$ cat config.mk
export PLATFORM = sky130hd
export DESIGN_NAME = prefetch_request_handler
export DESIGN_NICKNAME = d
export VERILOG_FILES = /design/src/rtl/prefetch_pkg.sv /design/src/rtl/prefetch_fifo.sv /design/src/rtl/prefetch_request_handler.sv
export SDC_FILE = /design/constraint.sdc
export NUM_CORES = 1
export LEC_CHECK = 0
export CORE_ASPECT_RATIO = 0.5
export CORE_MARGIN = 5
export CORE_UTILIZATION = 50
export CTS_BUF_LIST = sky130_fd_sc_hd__clkbuf_4
export DETAILED_ROUTE_END_ITERATION = 10
export PLACE_DENSITY = 0.72
export SLEW_MARGIN = 10
export SYNTH_ARGS = -nofsm -noshare
export SYNTH_HDL_FRONTEND = slang
export SYNTH_HIERARCHICAL = 1
export SYNTH_SLANG_ARGS = --single-unit
$ cat constraint.sdc
create_clock -name clk -period 4.2 [get_ports clk]
set_input_delay 1.05 -clock clk [delete_from_list [all_inputs] [get_ports clk]]
set_output_delay 1.05 -clock clk [all_outputs]
set_load 0.01 [all_outputs]
$ cat src/rtl/prefetch_pkg.sv
// prefetch_pkg: FSM state type and default sizing shared by the prefetch request handler slice
package prefetch_pkg;
  typedef enum logic [1:0] {IDLE, ISSUE, WAIT, FILL} state_e;
  localparam int DEF_QUEUE_DEPTH = 4;
  localparam int DEF_LINE_SIZE = 256;
endpackage

$ cat src/rtl/prefetch_fifo.sv
// prefetch_fifo: pending-request FIFO exposing every slot so the handler can compare against queued lines
module prefetch_fifo import prefetch_pkg::*; #(
  parameter int WIDTH = 64,
  parameter int DEPTH = DEF_QUEUE_DEPTH
) (
  input  logic                          clk,
  input  logic                          rst_n,
  input  logic                          push_i,
  input  logic                          pop_i,
  input  logic [WIDTH-1:0]              data_i,
  output logic                          full_o,
  output logic                          empty_o,
  output logic [WIDTH-1:0]              head_o,
  output logic [DEPTH-1:0][WIDTH-1:0]   ent_addr_o,
  output logic [DEPTH-1:0]              ent_valid_o
);
  localparam int AW = $clog2(DEPTH);
  logic [AW-1:0] wr_q, rd_q;
  logic [AW:0] cnt_q;
  logic [DEPTH-1:0][WIDTH-1:0] mem_q;
  always_ff @(posedge clk or negedge rst_n)
    if (!rst_n) begin
      wr_q <= '0;
      rd_q <= '0;
      cnt_q <= '0;
    end else begin
      if (push_i) wr_q <= wr_q + 1'b1;
      if (pop_i) rd_q <= rd_q + 1'b1;
      cnt_q <= cnt_q + (AW+1)'(push_i) - (AW+1)'(pop_i);
    end
  always_ff @(posedge clk)
    if (push_i) mem_q[wr_q] <= data_i;
  assign full_o = cnt_q == (AW+1)'(DEPTH);
  assign empty_o = cnt_q == '0;
  assign head_o = mem_q[rd_q];
  assign ent_addr_o = mem_q;
  // a slot is live when its distance from the read pointer is below the occupancy
  always_comb
    for (int i = 0; i < DEPTH; i++) ent_valid_o[i] = {1'b0, AW'(i) - rd_q} < cnt_q;
endmodule

$ cat src/rtl/prefetch_request_handler.sv
// prefetch_request_handler: queues line-aligned prefetches and issues them one at a time to memory.
// Define PF_DEDUP_EN to drop requests already queued or in flight.
module prefetch_request_handler import prefetch_pkg::*; #(
  parameter int WIDTH = 64,
  parameter int QUEUE_DEPTH = DEF_QUEUE_DEPTH,
  parameter int LINE_SIZE = DEF_LINE_SIZE
) (
  input  logic             clk,
  input  logic             rst_n,
  input  logic             lo_prefetch_valid_i,
  input  logic [WIDTH-1:0] lo_prefetch_address_i,
  output logic             lo_ready_o,
  output logic             mem_req_o,
  output logic [WIDTH-1:0] mem_addr_o,
  input  logic             mem_gnt_i,
  input  logic             mem_rvalid_i,
  output logic             fill_valid_o,
  output logic [WIDTH-1:0] fill_address_o,
  output logic             fill_prefetched_o,
  input  logic             fill_ready_i,
  output logic             busy_o,
  output logic [15:0]      drop_count_o
);
`ifdef PF_DEDUP_EN
  localparam bit DEDUP = 1'b1;
`else
  localparam bit DEDUP = 1'b0;
`endif
  state_e state_q, state_d;
  logic rdy_q, full, empty, accept, push, pop, match;
  logic [WIDTH-1:0] addr_al, head, inflight_q, inflight_d;
  logic [QUEUE_DEPTH-1:0][WIDTH-1:0] ent_addr;
  logic [QUEUE_DEPTH-1:0] ent_valid;
  logic [15:0] drop_q, drop_d;
  prefetch_fifo #(.WIDTH(WIDTH), .DEPTH(QUEUE_DEPTH)) u_fifo (
    .clk(clk), .rst_n(rst_n), .push_i(push), .pop_i(pop), .data_i(addr_al),
    .full_o(full), .empty_o(empty), .head_o(head),
    .ent_addr_o(ent_addr), .ent_valid_o(ent_valid)
  );
  assign addr_al = lo_prefetch_address_i & ~WIDTH'(LINE_SIZE - 1);
  // rdy_q keeps ready low while in reset and for the release edge itself
  assign lo_ready_o = rdy_q & ~full;
  assign accept = lo_prefetch_valid_i & lo_ready_o;
  always_comb begin
    match = (state_q != IDLE) && (inflight_q == addr_al);
    for (int i = 0; i < QUEUE_DEPTH; i++) match = match | (ent_valid[i] && ent_addr[i] == addr_al);
  end
  assign push = accept & ~(DEDUP & match);
  assign pop = (state_q == IDLE) & ~empty;
  assign inflight_d = pop ? head : inflight_q;
  assign drop_d = drop_q + 16'(accept & DEDUP & match);
  always_ff @(posedge clk or negedge rst_n)
    if (!rst_n) begin
      state_q <= IDLE;
      rdy_q <= 1'b0;
      inflight_q <= '0;
      drop_q <= '0;
    end else begin
      state_q <= state_d;
      rdy_q <= 1'b1;
      inflight_q <= inflight_d;
      drop_q <= drop_d;
    end
  always_comb
    state_d = state_q == IDLE  ? (empty ? IDLE : ISSUE) :
              state_q == ISSUE ? (mem_gnt_i ? WAIT : ISSUE) :
              state_q == WAIT  ? (mem_rvalid_i ? FILL : WAIT) :
                                 (fill_ready_i ? IDLE : FILL);
  always_comb begin
    mem_req_o = state_q == ISSUE;
    mem_addr_o = state_q == ISSUE ? inflight_q : '0;
    fill_valid_o = state_q == FILL;
    fill_address_o = state_q == FILL ? inflight_q : '0;
    fill_prefetched_o = state_q == FILL;
    busy_o = ~empty | (state_q != IDLE);
    drop_count_o = drop_q;
  end
endmodule
Yosys cells after proc, flatten, opt, wreduce, memory -nomap -nowiden
Cells that the tools add are included.
Widths: inputs -> output; s select.
{"block": "totals", "reg_bits": 330, "inputBits": 70, "word_cells": 45}
{"block": "op_classes", "n_addsub": 4, "order_cmp": 3, "n_eq_ne": 4, "muxes": 14, "bitwise_logic": 6, "n_reduce_logical": 4}
{"op": "$bwmux 256", "n": 1}
{"op": "$mux 64", "n": 4}
{"op": "$bmux 64 s2", "n": 1}
{"op": "$demux 64 s2", "n": 1}
{"op": "$mux 2", "n": 5}
{"op": "$lt 2x3->1 const B", "n": 2}
{"op": "$add 2x1->2 const B", "n": 2}
{"op": "$eq 2x2->1 const B", "n": 2}
{"op": "$add 3x1->3", "n": 1}
{"op": "$and 1x1->1", "n": 3}
{"op": "$eq 3x3->1 const B", "n": 1}
{"op": "$logic_not 3->1", "n": 1}
{"op": "$sub 3x1->3", "n": 1}
{"op": "$eq 2x1->1 const B", "n": 1}
{"op": "$ge 2x1->1 const B", "n": 1}
{"op": "$logic_not 2->1", "n": 1}
{"op": "$mux 1", "n": 2}
{"op": "$not 1->1", "n": 2}
{"op": "$reduce_bool 2->1", "n": 1}
{"op": "$logic_and 1x1->1", "n": 1}
{"op": "$or 1x1->1", "n": 1}

Longest topological paths before layout
Gate-level depths: netlist (run 1).
{"block": "depth", "ltp_word": 6, "ltp_mapped": 9, "mapped_depth_nobuf": 7}

Modules after synthesis
Netlist (run 1), hierarchy kept.
{"mod": "prefetch_fifo", "n_inst": 1, "cells_each": 386, "area_per_inst_um2": 9771.9, "seq_area_each_um2": 7862.5}
{"mod": "prefetch_request_handler", "n_inst": 1, "cells_each": 319, "area_per_inst_um2": 3818.7, "seq_area_each_um2": 1676.6}

Worst setup path before layout (run 1)
Ideal clock, no wire load.
{"block": "synth_timing", "path_kind": "in2reg", "from": "input lo_prefetch_valid_i", "to": "register u_fifo.mem_q, in the netlist u_fifo/ent_addr_o[0], enable pin", "setup_time_ns": 0.429, "arrival_ns": 2.818, "slack_ns": 0.953, "cell_stages": 2, "path_buffers": 0, "path_cell_list": "and2_1 and2_1"}
{"block": "synth_between", "elab_chain_len": 1}
{"item": "start, declared", "line_no": "prefetch_request_handler.sv:10", "text": "input logic lo_prefetch_valid_i,"}
{"item": "$and 1x1->1", "line_no": "prefetch_request_handler.sv:43", "text": "assign accept = lo_prefetch_valid_i & lo_ready_o;"}
{"item": "end signal, assigned by index", "line_no": "prefetch_fifo.sv:32", "text": "if (push_i) mem_q[wr_q] <= data_i;"}
{"item": "end, declared", "line_no": "prefetch_fifo.sv:20", "text": "logic [DEPTH-1:0][WIDTH-1:0] mem_q;"}
No other way between the ends.
A chain may end at the register's enable or synchronous reset.

Worst setup path after layout (run 1)
{"block": "layout_timing", "from": "register state_q[1]", "to": "output mem_addr_o[45]"}
{"block": "layout_between", "elab_chain_len": 2}
{"item": "start, declared", "line_no": "prefetch_request_handler.sv:29", "text": "state_e state_q, state_d;"}
{"item": "start signal, assigned", "line_no": "prefetch_request_handler.sv:59", "text": "state_q <= state_d;"}
{"item": "$eq 2x1->1", "line_no": "prefetch_request_handler.sv:71", "text": "mem_addr_o = state_q == ISSUE ? inflight_q : '0;"}
{"item": "$mux 64", "line_no": "prefetch_request_handler.sv:71"}
{"item": "end, declared", "line_no": "prefetch_request_handler.sv:14", "text": "output logic [WIDTH-1:0] mem_addr_o,"}
No other way between the ends.

==> flow_metrics.tcl, run 1 <==
set metrics [dict create \
    status "completed" \
    grt_max_degree 71 \
    drtIter0Drc 416 \
    overflow 0 \
    worstSkewPairLatency_ps 680 \
    synth.avg_cell_area_um2 19.6 \
    cap_violations 0 \
    path_cells "nor2b_4 > buf_4 > and2_1 > clkdlybuf4s50_1" \
    critical_path_arrival_ps 2500 \
    slew_viol_final 0 \
    clock_path_buffers 3 \
    fmax_mhz 282 \
    first_global_vias 7495 \
    die_y_um 126 \
    netlist_area_um2 13500 \
    io_pins 219 \
    drive_gt1_share_pct 26.0 \
    wire_per_inst_um 19.7 \
    final_nets 1034 \
    tightestPinTransition_ps 1030 \
    post-cts-setup-buffers 0 \
    syn_to_final_growth_pct 24.2 \
    max-slew-margin-rel_pct 31.4 \
    fill_cells 1924 \
    initial_core_util_pct 50.9 \
    grt_pass1_wl_mm 41.8 \
    leakagePower_nw 6.25 \
    seq_area_um2 9550 \
    power_density_nw_per_um2 687 \
    worst_clock_skew_ps 26.8 \
    hpwlAfterDp_mm 15.5 \
    cts.sinks 330 \
    grt_antenna_before_repair 1 \
    crit_family "buffers and inverters" \
    cts_tree "done" \
    crit_required_ps 3150 \
    critPathKind "reg -> out" \
    clkTransAtPathRegs_ps 70 \
    io_buffers 194 \
    startpoint_type "register" \
    rsz0062_at_grt "false" \
    h-tree-depth 3 \
    synth_cells 688 \
    critPathCaptureType "output port" \
    die_w_um 242 \
    path_buf_inv 2 \
    hp-class "reg -> reg" \
    setup_viol 0 \
    rows 42 \
    cp_slowest_cell "clkdlybuf4s50_1" \
    finalCritPeriodShare_pct 84.5 \
    gp_congestion 0.702 \
    synth_warnings 6 \
    firstDrtPassIters 4 \
    drc 0 \
    vias_per_cell 5.08 \
    die_area_um2 30500 \
    cpPeakStageDelay_ps 580 \
    hold_buffers 0 \
    ir_drop_mv 0.362 \
    multi_input_area_um2 3620 \
    finalPower_w 0.0115 \
    numCtsBuffers 75 \
    core_um2 26500 \
    drtAntennaViolNets 0 \
    layout_commonest_cell "edfxtp_1" \
    hold_viol 0 \
    setup_tns_ps 0 \
    cts-root-buf "clkbuf_4" \
    grt_usage_pct 17.6 \
    vias 6945 \
    routed_wl_mm 27.0 \
    cp_max_fo 65 \
    period_minus_slack_ps 3550 \
    post_cts_resized 0 \
    mostFrequentLayoutCells "edfxtp_1, clkdlybuf4s50_1, clkbuf_4, dfrtp_1, and2_1" \
]
==> report_power, final <==
part           total (W)  switching [W]  internal, W  leakage [nW]
sequential       0.00476       0.000572      0.00419          3.18
clock            0.00257        0.00119      0.00138         0.601
combinational    0.00416        0.00165      0.00250          2.46
total             0.0115        0.00341      0.00807          6.25
==> registers in the layout (all words and copies together) (netlist names) <==
register / cells
rdy_q: 1
u_fifo/ent_addr_o: 256
inflight_q: 64
u_fifo/cnt_q: 3
u_fifo/wr_q: 2
u_fifo/rd_q: 2
state_q: 2
==> area by class of cell <==
class,instances,area share [%]
Multi-Input combinational cell,335,21.6
Clock buffer,123,5.52
Antenna cell,1,0.0150
Inverter,9,0.202
Tap cell,352,2.63
Sequential cell,330,57.1
Timing Repair Buffer,206,12.4
Clock inverter,12,0.449
==> per-layer routing <==
layer / GRT usage [%] / share of wire (%)
met1: 21.0 / 40
met2: 31.4 / 53
met3: 4.97 / 4.9
met4: 5.77 / 1.6
met5: 0 / 0
==> stage by stage <==
stage	std cells	worst slack (ps)	hold slack [ps]	utilization, %	area, um2
floorplan	735	953	465	-	13600
global placement	1232	1120	485	59.4	15700
detailed placement	1232	1080	501	59.4	15700
CTS	1367	549	489	63.1	16700
global route	1368	423	526	63.1	16700
finish	1368	652	515	63.1	16700
==> path summary, 6_finish.rpt <==
path / from / to / slack [ps] / cells after the start
setup / recovery: state_q[1] / mem_addr_o[45] / 650 / 4
hold / removal: inflight_q[54] / inflight_q[54] / 510 / 1
setup reg to reg: state_q[1] / u_fifo/cnt_q[2] / 1740 / 8
hold reg to reg: inflight_q[54] / inflight_q[54] / 510 / 1
max in group asynchronous: rst_n / inflight_q[22] / 2890 / 2
min in group asynchronous: rst_n / inflight_q[12] / 520 / 1
==> worst reg2reg max path: stages (launching register included) <==
cell	delay (ps)
dfrtp_2	380
buf_4	540
nor3_4	110
buf_4	260
ha_1	330
inv_1	40
ha_1	180
fa_1	370
xnor2_1	140
No activity file was read; power rests on OpenSTA's default activity.
==> run 2, diff against run 1 <==
==> constraint.sdc (replaced) <==
create_clock -name clk -period 3.3 [get_ports clk]
set_input_delay 0.825 -clock clk [delete_from_list [all_inputs] [get_ports clk]]
set_output_delay 0.825 -clock clk [all_outputs]
set_load 0.01 [all_outputs]
==> run 2 against run 1 <==
  * Cell count up 0.88%
  * Die area unchanged
  * Flip-flop and latch count unchanged
  * Clock skew up 7.6 ps
==> flow_metrics.tcl, run 2 (same netlist as run 1, synthesis figures left out) <==
set metrics [dict create \
    status "completed" \
    rows 42 \
    startpoint_type "register" \
    r2r_cells 6 \
    mostFrequentLayoutCells "edfxtp_1, clkdlybuf4s50_1, clkbuf_4, dfrtp_1, and2_1" \
    vias_per_cell 5.10 \
    hold_viol 0 \
    grt_pass1_wl_mm 43.5 \
    final_nets 1050 \
    cp_max_fo 6 \
    die_y_um 126 \
    vias 7039 \
    fill_cells 1830 \
    cp_slowest_cell "dfrtp_4" \
    place_area_um2 15900 \
    syn_to_final_growth_pct 26.7 \
    core_um2 26500 \
    critical_path_arrival_ps 2380 \
    worstSkewPairLatency_ps 680 \
    tightestPinTransition_ps 575 \
    drc 0 \
    cts-root-buf "clkbuf_4" \
    gp_congestion 0.714 \
    rr_endpoint "u_fifo/ent_addr_o[95]" \
    path_cells "nor2b_4 > buf_12 > clkbuf_16 > and2_1 > clkdlybuf4s50_1" \
    overflow 0 \
    hpwlAfterDp_mm 16.9 \
    finalCritPeriodShare_pct 97.1 \
    cts_tree "done" \
    io_pins 219 \
    firstDrtPassIters 4 \
    io_buffers 194 \
    die_w_um 242 \
    hold_slack_ps 147 \
    critPathKind "reg -> out" \
    period_minus_slack_ps 3200 \
    layout_commonest_cell "edfxtp_1" \
    drive_gt1_share_pct 27.2 \
    worst_clock_skew_ps 34.4 \
    grt_antenna_before_repair 2 \
    drtIter0Drc 434 \
    grt_max_degree 67 \
    slew_viol_final 0 \
    routed_wl_mm 28.8 \
    path_buf_inv 3 \
    setup_viol 0 \
    crit_required_ps 2470 \
    cap_violations 0 \
    drtAntennaViolNets 0 \
    hold_buffers 0 \
    power_density_nw_per_um2 872 \
    ir_drop_mv 0.439 \
    wire_per_inst_um 20.9 \
    clkTransAtPathRegs_ps 70 \
    leakagePower_nw 6.94 \
    largest_reg_flops 256 \
    clock_path_buffers 3 \
    crit_family "buffers and inverters" \
    numCtsBuffers 74 \
    final_area_um2 17100 \
    hp-class "in -> async" \
    die_area_um2 30500 \
    rrSetupSlack_ps 1030 \
    reg2reg_from "u_fifo/cnt_q[1]" \
    initial_core_util_pct 50.9 \
    critPathCaptureType "output port" \
    h-tree-depth 3 \
    dp_cells 1241 \
    cts.sinks 330 \
    grt_usage_pct 18.4 \
    first_global_vias 7582 \
    stdcell_count 1380 \
    fmax_mhz 312 \
    max-slew-margin-rel_pct 61.7 \
    cpPeakStageDelay_ps 530 \
]
## run 2: cell types whose count changed in the layout (fill, tap and decap cells not counted), sizes merged
cell,delta
clkinvlp,-1
buf,+15
dlymetal6s2s,+34
dlygate4sd2,+3
clkinv,-2
bufinv,-1
clkdlybuf4s50,-37
inv,+1
## run 2: final cells by class
type / instances / area (um2) / area share (%)
Sequential cell: 330 / 9550 / 56.0
Multi-Input combinational cell: 335 / 3620 / 21.2
Timing Repair Buffer: 223 / 2470 / 14.5
Clock buffer: 121 / 908 / 5.32
Tap cell: 352 / 440 / 2.58
Clock inverter: 9 / 33.8 / 0.198
Inverter: 9 / 33.8 / 0.198
Antenna cell: 1 / 2.50 / 0.0147
## run 2: worst max path at each step
| stage | start | end | slack, ps | cells past startpoint |
|---|---|---|---|---|
| after detailed placement | state_q[1] | mem_addr_o[45] | 560 | 4 |
| after CTS | state_q[1] | mem_addr_o[60] | -6 | 4 |
| after floorplan | u_fifo/cnt_q[1] | u_fifo/ent_addr_o[0] | 270 | 5 |
| final | state_q[1] | mem_addr_o[59] | 100 | 5 |
| after global routing | state_q[1] | mem_addr_o[20] | -20 | 5 |
| after global placement | state_q[1] | mem_addr_o[45] | 590 | 4 |
## run 2: where the power goes
part	internal, W	switching, W
Clock	0.00165	0.00148
Sequential	0.00533	0.000632
Combinational	0.00338	0.00240
Total	0.0104	0.00451
## run 2: timing repair
item | in CTS | in global routing
endpoints found under the setup margin | 65 | 43
gates cloned | 0 | 4
gates resized for setup | 9 | 39
buffers inserted | 1 | 3
## run 2: metrics by stage
stage | worst slack (ps) | setup TNS [ps] | total power (W) | utilization (%)
floorplan | 269 | 0 | 0.00945 | -
global placement | 590 | 0 | 0.0115 | 59.9
detailed placement | 559 | 0 | 0.0117 | 59.9
CTS | -6.10 | -9.49 | 0.0149 | 63.6
global route | -19.7 | -142 | 0.0157 | 64.4
finish | 97.2 | 0 | 0.0149 | 64.4
## run 2: per-layer routing
layer	vias up	GRT usage, %	share of wire (%)
li1	3208	-	-
met1	3616	22.7	41
met2	171	31.8	52
met3	42	5.29	5.2
met4	2	6.20	1.9
met5	-	0	0.038
==> run 3, diff against run 2 <==
--- a/config.mk
+++ b/config.mk
@@ -5,12 +5,14 @@
 export SDC_FILE = /design/constraint.sdc
 export NUM_CORES = 1
 export LEC_CHECK = 0
+export ABC_AREA = 1
 export CORE_ASPECT_RATIO = 0.5
 export CORE_MARGIN = 5
 export CORE_UTILIZATION = 50
 export CTS_BUF_LIST = sky130_fd_sc_hd__clkbuf_4
 export DETAILED_ROUTE_END_ITERATION = 10
 export PLACE_DENSITY = 0.72
+export RECOVER_POWER = 50
 export SLEW_MARGIN = 10
 export SYNTH_ARGS = -nofsm -noshare
 export SYNTH_HDL_FRONTEND = slang
==> run 3 against run 2 <==
  * Flip-flop and latch count unchanged
  * Maximum frequency down 0.55%
  * Critical path depth down 1
  * Hold slack better by 7.9 ps
  * Core utilization down 1.6 points
  * Design area up 1.8%
  * Via count up 44%
  * Power down 4.4%
  * Synthesized cell count up 100%
  * Global-route usage up 1.7 points
  * Clock skew down 7.4 ps
  * Routed wire length up 11%
  * Critical path type unchanged
==> flow_metrics.tcl, run 3 <==
set metrics [dict create \
    p_comb_share_pct 38.9 \
    cellInternalPower_w 0.00894 \
    setup_viol 0 \
    synth.avg_cell_area_um2 10.1 \
    utilization_pct 62.8 \
    p_seq_share_pct 38.3 \
    cts.sinks 330 \
    mostFrequentLayoutCells "nand2_1, edfxtp_1, nor2_1, clkdlybuf4s50_1, clkbuf_4" \
    hold_viol 0 \
    finalWorstSetupSlack_ps 79.4 \
    swShare_pct 37.2 \
    initial_core_util_pct 50.6 \
    critPathCaptureType "output port" \
    ir_drop_mv 0.468 \
    clkTransAtPathRegs_ps 80 \
    overflow 0 \
    status "completed" \
    clock_path_buffers 3 \
    power_frac_clock_pct 22.8 \
    cp_max_fo 52 \
    synth_cells 1384 \
    die_y_um 128 \
    first_global_vias 10000 \
    final_area_um2 17400 \
    vias_per_cell 4.86 \
    io_buffers 194 \
    cts_tree "done" \
    vias 10100 \
    max-slew-margin-rel_pct 38.2 \
    finalCritPeriodShare_pct 97.6 \
    h-tree-depth 3 \
    finalPower_w 0.0142 \
    grt_pass1_wl_mm 50.2 \
    final_nets 1716 \
    io_pins 219 \
    gp_congestion 0.762 \
    die_area_um2 31600 \
    leakagePower_nw 7.65 \
    grt_usage_pct 20.1 \
    drtIter0Drc 642 \
    firstDrtPassIters 5 \
    layout_commonest_cell "nand2_1" \
    worstSkewPairLatency_ps 710 \
    hold_buffers 0 \
    routed_wl_mm 32.1 \
    dp_slack_ps 480 \
    slew_viol_final 0 \
    syn_to_final_growth_pct 24.1 \
    drtAntennaViolNets 0 \
    synth_warnings 6 \
    fmax_mhz 311 \
    hold_slack_ps 155 \
    cap_violations 0 \
    startpoint_type "register" \
    fill_cells 2156 \
    core_um2 27700 \
    netlist_area_um2 14000 \
    hp-class "in -> async" \
    drc 0 \
    rows 43 \
    critical_path_arrival_ps 2400 \
    critPathKind "reg -> out" \
    largest_reg_flops 256 \
    drive_gt1_share_pct 9.47 \
    wire_per_inst_um 15.4 \
    cts-root-buf "clkbuf_4" \
    crit_required_ps 2470 \
    die_w_um 247 \
    rsz0062_at_grt "true" \
    power_switching_w 0.00529 \
    place_area_um2 16300 \
    numCtsBuffers 76 \
    grt_max_degree 131 \
    period_minus_slack_ps 3220 \
    power_density_nw_per_um2 819 \
    grt_antenna_before_repair 3 \
    hpwlAfterDp_mm 19.3 \
    worst_clock_skew_ps 27.0 \
    tightestPinTransition_ps 927 \
]
run 3: final timing paths:
path | from | to | slack (ps) | depth (start not counted)
max | state_q[1] | fill_address_o[45] | 80 | 4
min | rst_n | inflight_q[30] | 150 | 1
max reg2reg | u_fifo/cnt_q[1] | u_fifo/cnt_q[2] | 1090 | 11
min reg2reg | inflight_q[40] | inflight_q[40] | 530 | 2
max in group asynchronous | rst_n | inflight_q[16] | 1940 | 2
min in group clk | inflight_q[40] | inflight_q[40] | 530 | 2
run 3: timing repair:
| action | in CTS | in global routing |
|---|---|---|
| buffers inserted | 0 | 0 |
| endpoints found under the setup margin | 66 | 71 |
| gates resized for setup | 8 | 13 |
| endpoints found under the hold margin | 0 | 0 |
run 3: power groups by stage:
stage / sequential [W] / combinational (W) / clock (W)
finish: 0.00545 / 0.00553 / 0.00325
global route: 0.00550 / 0.00614 / 0.00357
CTS: 0.00545 / 0.00559 / 0.00335
detailed placement: 0.00553 / 0.00553 / 0
global placement: 0.00551 / 0.00533 / 0
floorplan: 0.00549 / 0.00367 / 0
run 3: area by class of cell:
| type | count | area, um2 | share of cell area (%) |
|---|---|---|---|
| Antenna cell | 4 | 10.0 | 0.0576 |
| Clock buffer | 118 | 886 | 5.10 |
| Sequential cell | 330 | 9540 | 54.9 |
| Multi-Input combinational cell | 924 | 3650 | 21.0 |
| Tap cell | 382 | 478 | 2.75 |
| Timing Repair Buffer | 218 | 2320 | 13.4 |
| Clock inverter | 21 | 108 | 0.619 |
| Inverter | 89 | 370 | 2.13 |
run 3: critical path, stage by stage, from the launching register on:
cell             delay (ps)
dfrtp_1                 390
nand2_2                 270
buf_12                  300
nor2_1                  140
clkdlybuf4s50_1         570
run 3: layer usage:
metal	vias to the layer above	track usage (%)	part of all wire [%]
met2	281	36.4	52
met5	-	0	0
li1	4883	-	-
met1	4926	23.8	41
met3	58	4.23	5.3
met4	0	7.77	1.8
run 3: metrics by stage:
stage / setup TNS [ps] / std cells
2_1_floorplan: 0 / 1431
3_3_place_gp: 0 / 1943
3_5_place_dp: 0 / 1943
4_1_cts: -16.6 / 2082
5_1_grt: -3020 / 2085
6_report: 0 / 2086
